===== config.mk =====
export PLATFORM = sky130hd
export DESIGN_NAME = ddr_word_tx
export DESIGN_NICKNAME = d
export VERILOG_FILES = /design/src/rtl/ddr_word_tx.sv
export SDC_FILE = /design/constraint.sdc
export NUM_CORES = 1
export LEC_CHECK = 0
export BUFFER_PORTS_ARGS = -buffer_cell sky130_fd_sc_hd__buf_2
export CAP_MARGIN = 20
export CORE_MARGIN = 4
export CORE_UTILIZATION = 55
export DETAILED_ROUTE_END_ITERATION = 6
export GPL_ROUTABILITY_DRIVEN = 1
export GPL_TIMING_DRIVEN = 1
export MAX_ROUTING_LAYER = met4
export PLACE_DENSITY = 0.8
export SETUP_SLACK_MARGIN = 0.4
export SYNTH_ARGS = -nofsm -noshare
export SYNTH_HDL_FRONTEND = slang
export SYNTH_SLANG_ARGS = --single-unit

===== constraint.sdc =====
create_clock -name clock_in -period 2.35 [get_ports clock_in]
set_clock_uncertainty 0.15 [all_clocks]
set_input_delay 0.3525 -clock clock_in [delete_from_list [all_inputs] [get_ports clock_in]]
set_output_delay 0.3525 -clock clock_in [all_outputs]
set_load 0.005 [all_outputs]

===== src/rtl/ddr_word_tx.sv =====
// DDR serial transmitter: frames parallel words as START, MSB-first data pairs and PARITY/stop
// symbols, two bits per clock, for a DDR output register (rise half, fall half).
module ddr_word_tx #(
  parameter int unsigned WORD_WIDTH = 16
) (
  input  logic                  clock_in,
  input  logic                  resetb,
  input  logic                  pll_locked,
  input  logic [WORD_WIDTH-1:0] data_in,
  input  logic                  valid_in,
  output logic                  ready_out,
  output logic                  dout_rise,
  output logic                  dout_fall,
  output logic                  busy
);

  localparam int unsigned BEATS = WORD_WIDTH / 2;
  localparam int unsigned CNT_W = (BEATS > 1) ? $clog2(BEATS) : 1;

  typedef enum logic [2:0] {
    S_DISABLED,
    S_IDLE,
    S_START,
    S_DATA,
    S_PARITY
  } state_t;

  state_t                  state, state_nxt;
  logic                    sync1, lock_sync;
  logic [CNT_W-1:0]        cnt, cnt_nxt;
  logic [WORD_WIDTH-1:0]   shreg, shreg_nxt;
  logic                    par, par_nxt;
  logic                    rise_nxt, fall_nxt, busy_nxt;
  logic                    xfer;

  // Two-flop synchronizer for the asynchronous PLL lock indicator
  always_ff @(posedge clock_in or negedge resetb) begin
    if (!resetb) begin
      sync1     <= 1'b0;
      lock_sync <= 1'b0;
    end else begin
      sync1     <= pll_locked;
      lock_sync <= sync1;
    end
  end

  assign ready_out = lock_sync & ((state == S_IDLE) | (state == S_PARITY));
  assign xfer      = valid_in & ready_out;

  // State, payload and registered line symbol
  always_ff @(posedge clock_in or negedge resetb) begin
    if (!resetb) begin
      state     <= S_DISABLED;
      cnt       <= '0;
      shreg     <= '0;
      par       <= 1'b0;
      dout_rise <= 1'b1;
      dout_fall <= 1'b1;
      busy      <= 1'b0;
    end else begin
      state     <= state_nxt;
      cnt       <= cnt_nxt;
      shreg     <= shreg_nxt;
      par       <= par_nxt;
      dout_rise <= rise_nxt;
      dout_fall <= fall_nxt;
      busy      <= busy_nxt;
    end
  end

  // Next state plus the symbol that goes on the pins after the coming edge
  always_comb begin
    state_nxt = state;
    cnt_nxt   = cnt;
    shreg_nxt = shreg;
    par_nxt   = par;
    rise_nxt  = 1'b1;
    fall_nxt  = 1'b1;
    busy_nxt  = 1'b0;
    if (!lock_sync) begin
      // Lock loss aborts any frame; the line falls back to idle-high
      state_nxt = S_DISABLED;
      cnt_nxt   = '0;
    end else begin
      case (state)
        S_DISABLED: state_nxt = S_IDLE;
        S_IDLE, S_PARITY: begin
          if (xfer) begin
            state_nxt = S_START;
            shreg_nxt = data_in;
            par_nxt   = ^data_in;
            rise_nxt  = 1'b0;
            busy_nxt  = 1'b1;
          end else begin
            state_nxt = S_IDLE;
          end
        end
        S_START: begin
          state_nxt = S_DATA;
          cnt_nxt   = '0;
          rise_nxt  = shreg[WORD_WIDTH-1];
          fall_nxt  = shreg[WORD_WIDTH-2];
          shreg_nxt = shreg << 2;
          busy_nxt  = 1'b1;
        end
        S_DATA: begin
          busy_nxt = 1'b1;
          if (cnt == CNT_W'(BEATS - 1)) begin
            state_nxt = S_PARITY;
            cnt_nxt   = '0;
            rise_nxt  = par;
          end else begin
            cnt_nxt   = cnt + CNT_W'(1);
            rise_nxt  = shreg[WORD_WIDTH-1];
            fall_nxt  = shreg[WORD_WIDTH-2];
            shreg_nxt = shreg << 2;
          end
        end
        default: state_nxt = S_DISABLED;
      endcase
    end
  end

endmodule

# [Yosys cells after proc, flatten, opt, wreduce, memory -nomap -nowiden]
# Cells that the tools add are included.
[classes] n_addsub=1 eq_ne=9 muxes=20 bitwise_logic=3 reduce_logical=7
[ops] operator="$pmux 16 s3" n=1
[ops] operator="$mux 16" n=2
[ops] operator="$reduce_xor 16->1" n=1
[ops] operator="$mux 3" n=4
[ops] operator="$pmux 3 s4" n=1
[ops] operator="$mux 1" n=7
[ops] operator="$eq 3x2->1 const B" n=2
[ops] operator="$eq 3x3->1 const B" n=2
[ops] operator="$pmux 3 s2" n=1
[ops] operator="$ne 2x2->1 const B" n=2
[ops] operator="$pmux 1 s2" n=2
[ops] operator="$reduce_and 4->1" n=1
[ops] operator="$reduce_or 2->1" n=2
[ops] operator="$add 3x1->3 const B" n=1
[ops] operator="$eq 3x1->1 const B" n=1
[ops] operator="$logic_not 3->1" n=1
[ops] operator="$ne 3x1->1 const B" n=1
[ops] operator="$ne 3x3->1 const B" n=1
[ops] operator="$pmux 1 s3" n=1
[ops] operator="$reduce_and 3->1" n=1
[ops] operator="$reduce_bool 3->1" n=1
[ops] operator="$and 1x1->1" n=2
[ops] operator="$mux 2" n=1
[ops] operator="$or 1x1->1" n=1
[word_totals] register_bits=28 inputBits=20

# [Logic depth before layout (Yosys ltp)]
# Gate-level depths: netlist of run 1.
[logic_depth] ltp_word=7 mapped_depth=8 depth_no_buf=7

# [Worst setup path after synthesis of run 1]
# Ideal clock, no wire load.
[synth_timing] kind="reg2reg" start="register cnt[0]" end="register shreg[14]" setup_ns=0.132 arrival_ns=1.416 t_required_ns=2.068 slack_ns=0.652 stages_incl_launch_ff=9 path_buffers=1 period_less_slack_ns=1.698 cell_sequence="dfrtp_1 -> ha_1 -> ha_1 -> nand2b_1 -> o22ai_2 -> o21ai_4 -> buf_6 -> nand2_1 -> o21ai_0"
[synth_between] elab_chain_len=3
[synth_rtl] item="from (decl)" line_no="30" text="logic [CNT_W-1:0] cnt, cnt_nxt;"
[synth_rtl] item="from (signal assigned)" line_no="62" text="cnt <= cnt_nxt;"
[synth_rtl] item="$eq 3x3->1" line_no="108" text="if (cnt == CNT_W'(BEATS - 1)) begin"
[synth_rtl] item="$ne 2x2->1 (no source line)"
[synth_rtl] item="$reduce_and 4->1 (no source line)"
[synth_rtl] item="to (signal assigned)" line_no="63" text="shreg <= shreg_nxt;"
[synth_rtl] item="to (decl)" line_no="31" text="logic [WORD_WIDTH-1:0] shreg, shreg_nxt;"
# No other way between the ends.
# A chain may end at the register's enable or synchronous reset.

# [Worst setup path after layout of run 1]
[layout_timing] start="register state[0]" end="output ready_out"
[layout_between] elab_chain_len=3 elab_cells_between_ends=4 cone_classes="2 x eq/ne; 2 x bitwise"
[layout_rtl] item="from (decl)" line_no="28" text="state_t state, state_nxt;"
[layout_rtl] item="from (signal assigned)" line_no="61" text="state <= state_nxt;"
[layout_rtl] item="$eq 3x1->1 / $eq 3x3->1 (equally long branches)" line_no="47" text="assign ready_out = lock_sync & ((state == S_IDLE) | (state == S_PARITY));"
[layout_rtl] item="$or 1x1->1 (*)" line_no="47"
[layout_rtl] item="$and 1x1->1 (*)" line_no="47"
[layout_rtl] item="to (decl)" line_no="11" text="output logic ready_out,"
# Mark *: on every way between the ends. The rest lies on a longest branch, timed or not.

==> results of run 1 <==
-- final timing paths --
| path | from | to | slack, ns |
|---|---|---|---|
| worst min-delay path | data_in[1] | shreg[1] | 0.08 |
| worst max-delay path | state[0] | ready_out | 0.42 |
| min in group asynchronous | resetb | cnt[1] | 0.38 |
| worst min register to register | sync1 | lock_sync | 0.22 |
| worst max register to register | cnt[0] | shreg[14] | 0.46 |
| max in group asynchronous | resetb | state[0] | 1.24 |
-- per-layer routing --
metal | wire (µm) | share of wire [%] | GRT usage [%] | up-vias
li1 | - | - | - | 530
met3 | 169 | 5.4 | 3.27 | 5
met5 | 0 | 0 | - | -
met4 | 59 | 1.9 | 8.74 | 0
met2 | 1580 | 50 | 30.3 | 34
met1 | 1330 | 42 | 25.4 | 515
-- cell families after synthesis --
group / after synthesis
AO/OA/AOI/OAI: 30
XOR/XNOR: 15
adder cells (fa/ha/maj): 2
buffers and inverters: 8
flip-flops: 28
multiplexers: 15
AND/OR/NAND/NOR: 38
-- area by class of cell --
class | count | share of cell area (%)
flip-flops and latches | 28 | 41.8
clock buffers | 4 | 2.15
repair buffers | 29 | 9.77
inverters | 2 | 0.444
multi-input cells | 103 | 43.6
well taps | 30 | 2.22
-- cells in the final DEF (no fill, tap or decap), types with 2 or more instances in the layout --
master,instances
dfrtp_1,23
buf_2,23
nand2_1,22
mux2i_1,15
xnor2_1,13
o21ai_1,10
a21oi_1,6
o21ai_0,5
o21ai_2,5
nor2b_1,4
o21ai_4,4
buf_4,4
nand2b_1,3
clkbuf_4,3
dfrtp_2,3
nor2_1,2
inv_1,2
o21a_1,2
nand3_1,2
xor2_1,2
ha_1,2
dfstp_2,2
dlygate4sd3_1,2
-- power by group through the flow --
stage                     clock, µW  sequential [µW]  combinational (µW)
after floorplan                   0              660                 271
after global placement            0              673                 320
after detailed placement          0              680                 336
after CTS                       243              672                 353
after global routing            277              694                 419
final                           254              675                 377
-- worst min-delay path: stages --
cell and delay, ns:
buf_2 0.11, nand2_1 0.05, o21ai_1 0.05
-- flip-flops by register name (all words and copies together) (netlist names) --
signal,count
par,1
lock_sync,1
shreg,16
sync1,1
dout_rise,1
cnt,3
busy,1
state,3
dout_fall,1
-- through the flow --
stage | utilization, % | area (µm²) | power (µW)
final | 67.6 | 1690 | 1310
after global routing | 67.6 | 1690 | 1390
after CTS | 65.5 | 1640 | 1270
after detailed placement | 62.3 | 1560 | 1020
after global placement | 62.3 | 1560 | 993
after floorplan | - | 1440 | 932
-- timing repair --
action | 4_1_cts | 5_1_grt
pin swaps | 1 | 3
gates cloned | 1 | 2
endpoints found under the setup margin | 17 | 17
hold buffers | 2 | 0
hold endpoints to repair | 27 | 0
gates resized for setup | 2 | 6
setup buffers | 0 | 2
==> flow_summary.toml, run 1 <==
[synth]
async_flop_share_pct = 100
synth_top_family_by_area = "compound AO/OA/AOI/OAI gates"
synth_cells = 136
synth_compound_area_share_pct = 13.3
synthFlopType = "dfrtp_1"
synthMuxAreaShare_pct = 10.4
synth_area_per_cell_um2 = 10.6
ys_seq_area_share_pct = 48.7
syn_nets = 158
yosysWarnings = 0
yosys-top-cells-area = "dfrtp_1 (45%), mux2i_1 (10%), xnor2_1 (7.9%)"
synth_edf_count = 0
yosys.area.top_type = "dfrtp_1"
synth_top_area_share_pct = 45.1
yosysMostFrequentCell = "dfrtp_1"
synth_area_um2 = 1440
ys_ff_latch = 28
synthSimpleGateAreaFrac_pct = 12.4
synthAdderAreaFrac_pct = 1.73
synth-xor-area-share_pct = 9.10
ys_types = 25
ys_top_cells_by_count = "dfrtp_1 (26), nand2_1 (22), mux2i_1 (15)"

[sta]
slew_headroom_pct = 58.9
timing.fmax_ghz = 0.519
fin_crit_sh_pct = 81.9
finalSetupViolCount = 0
worst_slew_pin_slew_ns = 0.616
period_needed_ns = 1.93
whs_ns = 0.0775
setup_tns_ns = 0
setup_slack_ns = 0.425
drv_slew = 0
rsz0062_at_grt = "true"
hold_violations = 0

[setup_path]
critical_path.max_stage_delay_ns = 0.50
cpMaxStageDelayCell = "dfrtp_2"
end_kind = "output pin"
crit_buf_inv = 1
path_delay_family = "flip-flops"
crit_fanout = 8
start_kind = "register"
crit_arrival_ns = 1.42
reg2reg_depth = 8
critical_path_class = "register to output pin"
path_depth = 4
critical_path_required_ns = 1.85
crit_chain = "nor2b_2, o21ai_0, nor2_1, buf_2"

[placed_design]
dpl.cell_count = 185
hpwl_mm = 1.96
numPortBuffers = 23
dpl_worst_slack_ns = 0.237
place.gp.congestion = 0.762

[layout]
fill_cells = 187
multi_input_area_um2 = 737
layout.area.seq_um2 = 707
area_delta_synth_final_pct = 17.1
final_layout_size_suffix_gt1_share_pct = 28.9
diodes = 0
nets = 189
stdcell_count = 196

[power_and_ir_drop]
power.density_nw_per_um2 = 773
pwr-share-seq_pct = 51.7
clkPwrFrac_pct = 19.4
leakage_uw = 0.000795
combPwrFrac_pct = 28.8
p_switching_uw = 434
ir_drop_mv = 0.643
switching_share_pct = 33.3
p_int_uw = 871

[floorplanning]
fp-row-count = 18
initial_utilization_pct = 57.8
dieWidth_um = 59.2
core_um2 = 2500
die_h_um = 59.2
ios = 24
die-area_um2 = 3510

[drt]
vias = 1084
drc_errors = 0
firstDrtPassIters = 4
wire_per_inst_um = 16.0
wl_mm = 3.14
viasPerCell = 5.53
drtIter0Drc = 44
ant_nets = 0

[global_routing]
grt_overflow = 0
grt_max_degree = 29
grt_pass1_vias = 1042
grt_pass1_wl_mm = 4.87
grt_use_total_pct = 19.7
antenna_found_initial = 0

[clock_tree]
clockBufferDepth = 2
cts-root-buf = "clkbuf_4"
htreeDepth = 1
cts_tree = "yes"
cts_num_sinks = 28
clkTransAtPathRegs_ns = 0.16
clock_latency_ns = 0.35
cts_buffers = 3

[min_path]
hold_path_depth = 3
min_path_type = "input pin to register"

[flow_run]
maxCapViolCount = 0

[status]
outcome = "complete, no violations"
Power figures use the tool's default switching activity.
==> run 2: changes to the inputs <==
Settings changed: ABC_AREA set to 1, CORE_UTILIZATION 55 to 52, PLACE_DENSITY 0.8 to 0.78.
Clock period 2.35 ns to 1.7 ns, I/O delays scaled along.
==> flow_summary.toml, run 2 <==
[status]
outcome = "complete, no violations"

[sta]
drv_slew = 0
worst_slew_pin_slew_ns = 0.594
timing.fmax_ghz = 0.605
rsz0062_at_grt = "true"
fin_crit_sh_pct = 97.2
slew_headroom_pct = 60.4
finalSetupViolCount = 0
period_needed_ns = 1.65
setup_tns_ns = 0
hold_violations = 0

[synth]
synth_cells = 251
synth_top_area_share_pct = 35.8
synth_area_um2 = 1820
yosys.area.top_type = "dfrtp_1"
async_flop_share_pct = 100
yosys-top-cells-area = "dfrtp_1 (36%), nand2_1 (20%), o21ai_2 (7.7%)"
syn_nets = 273
synth_edf_count = 0
synthFlopType = "dfrtp_1"
yosysWarnings = 0
synth_area_per_cell_um2 = 7.23
ys_ff_latch = 28
ys_seq_area_share_pct = 38.7
yosysMostFrequentCell = "nand2_1"
ys_types = 25
ys_top_cells_by_count = "nand2_1 (99), inv_1 (31), dfrtp_1 (26)"

[drt]
wl_mm = 3.90
drtIter0Drc = 78
wire_per_inst_um = 11.7
viasPerCell = 4.88
drc_errors = 0
vias = 1626
ant_nets = 0
firstDrtPassIters = 4

[global_routing]
grt_overflow = 0
grt_max_degree = 29
grt_pass1_wl_mm = 6.24
grt_use_total_pct = 18.1
grt_pass1_vias = 1524
antenna_found_initial = 0

[clock_tree]
cts_buffers = 3
cts-root-buf = "clkbuf_4"
cts_num_sinks = 28
clockBufferDepth = 2
cts_tree = "yes"
htreeDepth = 1
clock_latency_ns = 0.34
clkTransAtPathRegs_ns = 0.16

[placed_design]
numPortBuffers = 23
hpwl_mm = 2.51
place.gp.congestion = 0.815

[layout]
largestRegisters = "shreg: 16 flops, cnt: 3 flops, state: 3 flops"
final_cell_mix = "nand2_1 (92), inv_1 (28), dfrtp_1 (26)"
area_delta_synth_final_pct = 31.6
final_layout_size_suffix_gt1_share_pct = 34.8
largest_register_ffs = 16
final_common_cell = "nand2_1"
post-route-util_pct = 71.0
top_register = "shreg"
diodes = 0
nets = 310

[floorplanning]
die_h_um = 67.1
fp-row-count = 21
initial_utilization_pct = 54.0
ios = 24
core_um2 = 3360
dieWidth_um = 67.1
die-area_um2 = 4500

[setup_path]
r2r_setup_slack_ns = 0.07
crit_fanout = 3
critical_path_required_ns = 1.29
crit_arrival_ns = 1.25
end_kind = "output pin"
critical_path_class = "register to output pin"
start_kind = "register"

[min_path]
min_path_type = "input pin to register"

[power_and_ir_drop]
leakage_uw = 0.00130
power.density_nw_per_um2 = 830
ir_drop_mv = 0.397

[flow_run]
maxCapViolCount = 0
-- run 2: per-layer routing --
metal / track usage [%] / wire (µm)
met3: 1.69 / 103
met1: 20.5 / 1760
met5: - / 0
met4: 6.08 / 51
met2: 33.1 / 1980
-- run 2: logic make-up (layout without fill, tap and decap cells) --
logic type	count (synthesis)	in the layout	share of synthesized area (%)
xor gates and xnor gates	3	3	1.45
muxes	1	1	0.551
DFF	28	28	38.7
and+or+nand+nor	138	138	33.4
buffers and inverters	41	77	9.79
adders and majority gates	2	2	1.38
AOI/OAI and AO/OA	38	38	14.7
-- run 2: cell type report --
class                      count  area, µm²
clock buffer                   3       22.5
inverter                      34        130
tap                           46       57.6
clock inverter                 1       30.0
timing repair buffer          39        324
fill                         279        975
multi-input combinational    182       1120
sequential                    28        703
-- run 2: critical path, cell delays in order, from the launching register on --
cell,delay [ns]
dfrtp_1,0.49
inv_2,0.10
nand3b_4,0.09
nor2_4,0.12
buf_2,0.13
-- run 2: power by group --
part	internal, µW	switching, µW
registers	807	142
logic	286	310
clock network	239	200
-- run 2: through the flow --
step	hold WS, ns	setup slack [ns]	instance area, µm²	std cells	total power, µW
floorplan	-0.191	0.219	1840	251	1260
global placement	0.151	0.109	2010	317	1370
detailed placement	0.153	0.0815	2010	317	1400
CTS	0.0380	0.0593	2160	330	1850
global route	0.0363	-0.0201	2390	333	2100
finish	0.0332	0.0473	2390	333	1980
-- run 2: path summary, 6_finish.rpt --
| path | startpoint | to | cells past startpoint |
|---|---|---|---|
| max in group asynchronous | resetb | shreg[9] | 2 |
| min | data_in[1] | shreg[1] | 3 |
| min reg2reg | sync1 | lock_sync | 0 |
| max | state[1] | ready_out | 4 |
| max reg2reg | state[0] | shreg[2] | 10 |
| min in group asynchronous | resetb | cnt[1] | 2 |
-- run 2: what timing repair did --
action	CTS	global route
buffers inserted	7	1
pin swaps	4	4
hold buffers	2	0
hold endpoints to repair	27	0
cloned	0	2
resized for setup	4	39
endpoints found under the setup margin	23	29
